**config.mk**
```make
export PLATFORM = sky130hd
export DESIGN_NAME = ram32x4_arbiter
export DESIGN_NICKNAME = d
export VERILOG_FILES = /design/src/rtl/ram32x4_arbiter.sv
export SDC_FILE = /design/constraint.sdc
export NUM_CORES = 1
export LEC_CHECK = 0
export CORE_ASPECT_RATIO = 0.8
export CORE_MARGIN = 3
export CORE_UTILIZATION = 39
export DETAILED_ROUTE_END_ITERATION = 16
export PLACE_DENSITY = 0.78
export SYNTH_ARGS = -nofsm -noshare
export SYNTH_HDL_FRONTEND = slang
export SYNTH_SLANG_ARGS = --single-unit
```
**constraint.sdc**
```tcl
create_clock -name clk -period 2 [get_ports clk]
set_input_delay 0.3 -clock clk [delete_from_list [all_inputs] [get_ports clk]]
set_output_delay 0.3 -clock clk [all_outputs]
set_load 0.02 [all_outputs]
```
**src/rtl/ram32x4_arbiter.sv**
```systemverilog
// ram32x4_arbiter: shares one single-port 32x4 synchronous RAM between
// requesters A and B, and adds a sweep engine that writes CLEAR_VALUE to
// every address.
// Build option: define RAM_ARB_FIXED_PRIO_EN so that A always wins a tie.
// Without it, ties alternate round-robin.
module ram32x4_arbiter #(
  parameter int AW = 5,
  parameter int DW = 4,
  parameter logic [DW-1:0] CLEAR_VALUE = '0
) (
  input  logic          clk,
  input  logic          rst,
  input  logic          req_a,
  input  logic          req_b,
  input  logic          we_a,
  input  logic          we_b,
  input  logic [AW-1:0] addr_a,
  input  logic [AW-1:0] addr_b,
  input  logic [DW-1:0] wdata_a,
  input  logic [DW-1:0] wdata_b,
  output logic          gnt_a,
  output logic          gnt_b,
  output logic          rvalid_a,
  output logic          rvalid_b,
  output logic [DW-1:0] rdata,
  input  logic          clr_start,
  output logic          busy,
  output logic          clr_done,
  output logic [AW-1:0] mem_addr,
  output logic          mem_we,
  output logic [DW-1:0] mem_wdata,
  input  logic [DW-1:0] mem_rdata
);

  typedef enum logic {IDLE, CLEAR} state_t;

  state_t        state, state_next;
  logic [AW-1:0] cnt;
  logic [AW-1:0] addr_hold;
  logic [DW-1:0] wdata_hold;
  logic          a_wins_tie;

`ifdef RAM_ARB_FIXED_PRIO_EN
  assign a_wins_tie = 1'b1;
`else
  // Set when B received the most recent grant; reset makes A win the first tie.
  logic last_b;

  // Track which requester was granted last, only on cycles that issue a grant.
  always_ff @(posedge clk or posedge rst) begin
    if (rst) begin
      last_b <= 1'b1;
    end else if (gnt_a) begin
      last_b <= 1'b0;
    end else if (gnt_b) begin
      last_b <= 1'b1;
    end
  end

  assign a_wins_tie = last_b;
`endif

  // Read data is simply passed through; rvalid_x says who owns it.
  assign rdata = mem_rdata;

  // Next state, grants and RAM drive; outputs are held quiet while in reset.
  always_comb begin
    state_next = state;
    gnt_a      = 1'b0;
    gnt_b      = 1'b0;
    busy       = 1'b0;
    mem_we     = 1'b0;
    mem_addr   = addr_hold;
    mem_wdata  = wdata_hold;
    if (!rst) begin
      case (state)
        IDLE: begin
          if (clr_start) begin
            state_next = CLEAR;
          end else if (req_a && (!req_b || a_wins_tie)) begin
            gnt_a     = 1'b1;
            mem_we    = we_a;
            mem_addr  = addr_a;
            mem_wdata = wdata_a;
          end else if (req_b) begin
            gnt_b     = 1'b1;
            mem_we    = we_b;
            mem_addr  = addr_b;
            mem_wdata = wdata_b;
          end
        end
        CLEAR: begin
          busy      = 1'b1;
          mem_we    = 1'b1;
          mem_addr  = cnt;
          mem_wdata = CLEAR_VALUE;
          if (cnt == {AW{1'b1}}) begin
            state_next = IDLE;
          end
        end
        default: state_next = IDLE;
      endcase
    end
  end

  // State register.
  always_ff @(posedge clk or posedge rst) begin
    if (rst) begin
      state <= IDLE;
    end else begin
      state <= state_next;
    end
  end

  // Sweep address counter: runs only while clearing, parked at zero otherwise.
  always_ff @(posedge clk or posedge rst) begin
    if (rst) begin
      cnt <= '0;
    end else if (state == CLEAR) begin
      cnt <= cnt + 1'b1;
    end else begin
      cnt <= '0;
    end
  end

  // One-cycle completion pulse after the edge that writes the last address.
  always_ff @(posedge clk or posedge rst) begin
    if (rst) begin
      clr_done <= 1'b0;
    end else begin
      clr_done <= (state == CLEAR) && (cnt == {AW{1'b1}});
    end
  end

  // Read-valid pulses follow a granted read by one cycle, matching RAM latency.
  always_ff @(posedge clk or posedge rst) begin
    if (rst) begin
      rvalid_a <= 1'b0;
      rvalid_b <= 1'b0;
    end else begin
      rvalid_a <= gnt_a && !we_a;
      rvalid_b <= gnt_b && !we_b;
    end
  end

  // Remember the last RAM address/data so idle cycles keep the bus steady.
  always_ff @(posedge clk or posedge rst) begin
    if (rst) begin
      addr_hold  <= '0;
      wdata_hold <= '0;
    end else begin
      addr_hold  <= mem_addr;
      wdata_hold <= mem_wdata;
    end
  end

endmodule

```
==> impl_summary.txt <==
----------------------------------------------------
[Status]
  Result of the run ... finished, violations left
  Violated checks ... setup timing

[Worst setup path]
  Type of the worst setup path ... flop to output pin
  Max FO, Critical Path ... 8
  Required time of the critical path ... roughly 1.7 ns
  Max stage delay cell, worst path ... sky130_fd_sc_hd__dfstp_2
  Largest incremental delay on the critical path ... 0.58 ns
  Nature of the critical path startpoint ... flop
  Signal arrival time at the worst endpoint ... about 1.7 ns
  Critical path cell sequence ... a21bo_4 -> buf_6 -> buf_6 -> o22a_1 -> o311a_1 -> buf_6
  Critical Path End Type ... output pin
  Crit-path most repeated cell ... sky130_fd_sc_hd__buf_6

[Yosys]
  Synth Cell Area ... about 1000 um^2
  Simple-Gate Fraction of Synth Area ... 0.215
  Ys flop type ... sky130_fd_sc_hd__dfrtp_1
  Count of yosys warnings during synthesis ... 0
  Count of distinct cell types in the synthesized netlist ... 34
  Dominant cells by area after synthesis ... sky130_fd_sc_hd__dfrtp_1, sky130_fd_sc_hd__o2111a_1, sky130_fd_sc_hd__and2_1, sky130_fd_sc_hd__or4_1, sky130_fd_sc_hd__a221oi_1
  Mux cell area share after synthesis ... 0
  Area share of the largest cell type after synthesis ... 0.451
  Syn_nets ... 126
  Count of flip-flops with a built-in enable after synthesis ... 0
  Share of async-settable or async-resettable flops after synthesis ... 1.00
  Most used standard cells in the synthesized netlist ... sky130_fd_sc_hd__dfrtp_1, sky130_fd_sc_hd__a21oi_1, sky130_fd_sc_hd__and2_1, sky130_fd_sc_hd__nor2_1, sky130_fd_sc_hd__or4_1
  Cell with the most instances after synthesis ... sky130_fd_sc_hd__dfrtp_1
  Synthesized-area fraction occupied by xor and xnor cells ... 0.0175
  Number of flip-flops and latches in the synthesized netlist ... 19
  Seq/Total Area, Yosys ... 0.477
  Synth Area in Adders ... 0.0250
  Number of cells produced by synthesis ... 95
  Dominant cell type by area after synthesis ... sky130_fd_sc_hd__dfrtp_1
  Synthesized-area fraction occupied by ao, oa, aoi and oai cells ... 0.200
  Largest family of logic cells by synthesized area ... simple AND/OR/NAND/NOR gates
  Post-synthesis area per instance ... 10.5 um^2

[Floorplanning]
  Die Ht ... 51.3 um
  Initial core utilization ... 0.437
  I/O pins ... 49
  Floorplan row count ... 15
  Die Footprint ... about 3200 um^2
  Die width ... 62.6 um
  Core region area ... 2290 um^2

[Placement]
  Input/output buffers ... 40
  Detailed-placement wirelength estimate ... 2390 um
  Gpl congestion ... 0.794

[Layout]
  Post-synthesis to final-layout area growth ... 68.5%
  Fraction of final layout cells with drive strength greater than 1 ... 0.398
  Number of antenna cells inserted ... 0
  Post-layout nets ... 193
  Core Util, Final ... 0.736

[GRT]
  Initial antenna violation count ... 0
  Via count of the first global-routing pass ... 1103
  Largest net degree at the start of global routing ... 12
  Global-route wire length before repair ... 5430 um
  Gr usage total ... 0.220
  Grt ovf ... 0

[Clock network]
  Number of buffers created by CTS ... 3
  Clock transition at the registers of the reported paths ... 0.11 ns
  H-tree levels ... 1
  Cell chosen for the clock root ... sky130_fd_sc_hd__clkbuf_4
  Count of hold buffers inserted by post-cts repair ... 0
  Clock tree buffer depth ... 2
  CTS tree ... built
  Clock latency on the worst-skew pair ... about 0.30 ns
  Number of sinks on the clock net ... 19

[Detailed routing]
  Vias/cell ... ~5.6
  Post-detailed-route DRC marker count ... 0
  Number of vias in the routed layout ... 1089
  Total met2 wirelength after detailed routing ... around 1700 um
  Sum of routed wire segments on met1 ... 1440 um
  Wire length on met3 ... 157 um
  Remaining antenna violation count ... 0
  Violation count after the first detailed-routing iteration ... 45
  Total routed wirelength ... 3390 um
  Average wire per cell in the routed design ... 17.4 um
  Number of search-and-repair iterations in the first detailed-routing pass ... 4
  Top Layer Used ... met4

[Hold path]
  Worst hold-check path type ... primary input to asynchronous set/reset pin

[Timing]
  Transition time at the pin with the least slew margin ... 0.323 ns
  Worst slew margin ... 0.784
  Fmax ... ~0.5 GHz
  Final number of setup-violating endpoints ... 6
  Crit share post-route ... 1.02
  RSZ-0062 raised after global routing ... true
  Worst Setup Slack, final ... -0.0341 ns
  Hold Violations, Final ... 0
  Clock period minus worst slack ... 2.03 ns
  Final clock skew ... 0.0111 ns
  Max Slew Vio Count ... 0

[Power and ir drop]
  PD cells ... approximately 960 nW/um^2
  Peak supply drop ... 0.640 mV
  Leak ... 0.741 nW
  Total power after layout ... ~1.6 mW

[Job]
  Max_cap viols ... 0

----------------------------------------------------
## registers in the layout, indices dropped and copies added, names as in the netlist
register    count
addr_hold       5
rvalid_b        1
clr_done        1
wdata_hold      4
cnt             5
state           1
a_wins_tie      1
rvalid_a        1
## cell usage in the layout (no fill, tap or decap), drive strengths merged
| cell type | n |
|---|---|
| nand3 | 2 |
| o22a | 1 |
| buf | 39 |
| inv | 3 |
| nand2b | 2 |
| nor3 | 3 |
| a221oi | 4 |
| nor4 | 1 |
| or2 | 3 |
| a21oi | 6 |
| a21bo | 1 |
| clkdlybuf4s50 | 23 |
| nand2 | 1 |
| nor2 | 6 |
| o32ai | 4 |
| a31oi | 2 |
| dlygate4sd2 | 5 |
| o2111a | 4 |
| dfstp | 1 |
| dfrtp | 18 |
| clkbuf | 6 |
| nor2b | 2 |
| nand4b | 1 |
| xor2 | 1 |
| or3 | 4 |
| a41oi | 1 |
| and3 | 1 |
| xnor2 | 1 |
| or4 | 5 |
| and2 | 6 |
| ha | 2 |
| o21ai | 1 |
| o311a | 1 |
## path summary, 6_finish.rpt
kind	from	to	slack [ns]	depth (start not counted)
hold / removal	rst	cnt[3]	0.29	3
setup reg to reg	a_wins_tie	addr_hold[0]	0.28	7
hold reg to reg	cnt[0]	cnt[0]	0.49	1
min in group clk	cnt[0]	cnt[0]	0.49	1
max in group asynchronous	rst	a_wins_tie	1.48	3
setup / recovery	a_wins_tie	mem_addr[4]	-0.03	6
## per-stage QoR
step	std cells	TNS, ns	setup slack, ns	instance area (um^2)	hold WS (ns)
detailed placement	179	-7.35	-0.682	1520	0.476
CTS	192	-0.134	-0.0298	1660	0.248
finish	195	-0.139	-0.0341	1680	0.288
global placement	179	-6.59	-0.590	1520	0.476
floorplan	95	0	0.105	1000	0.267
global route	195	-0.685	-0.110	1680	0.291
## where the power goes
group	switching (mW)	internal, mW
sequential	0.0852	0.515
combinational	0.376	0.446
clock	0.116	0.0778
total	0.578	1.04
## area by class of cell
cell class	count	area [um^2]
Tap cell	34	42.5
Timing Repair Buffer	69	594
Multi-Input combinational cell	66	532
Sequential cell	19	478
Clock buffer	4	26.3
Fill cell	177	606
Inverter	3	11.3
## critical path, delay by kind of cell (launching register included)
kind	cells	cell delay [ns]
flip-flops	1	0.58
AO/OA/AOI/OAI	3	0.52
buffers and inverters	3	0.34
## cell families after synthesis
logic type | count (synthesis)
buf+inv | 11
compound gates | 25
flops | 19
fa+ha+maj | 2
simple gates | 36
xor+xnor | 2
## routing by layer
metal / track usage / up-vias
li1: - / 492
met1: 0.260 / 536
met2: 0.395 / 50
met3: 0.0484 / 11
met4: 0.0806 / 0
met5: 0 / -
## timing repair
item,in CTS,in global routing
gates resized for setup,76,11
setup endpoints to repair,13,12
pin swaps,10,3
cloned,0,1
buffers inserted,10,2
Note: power is estimated with default switching activity, not from simulation.
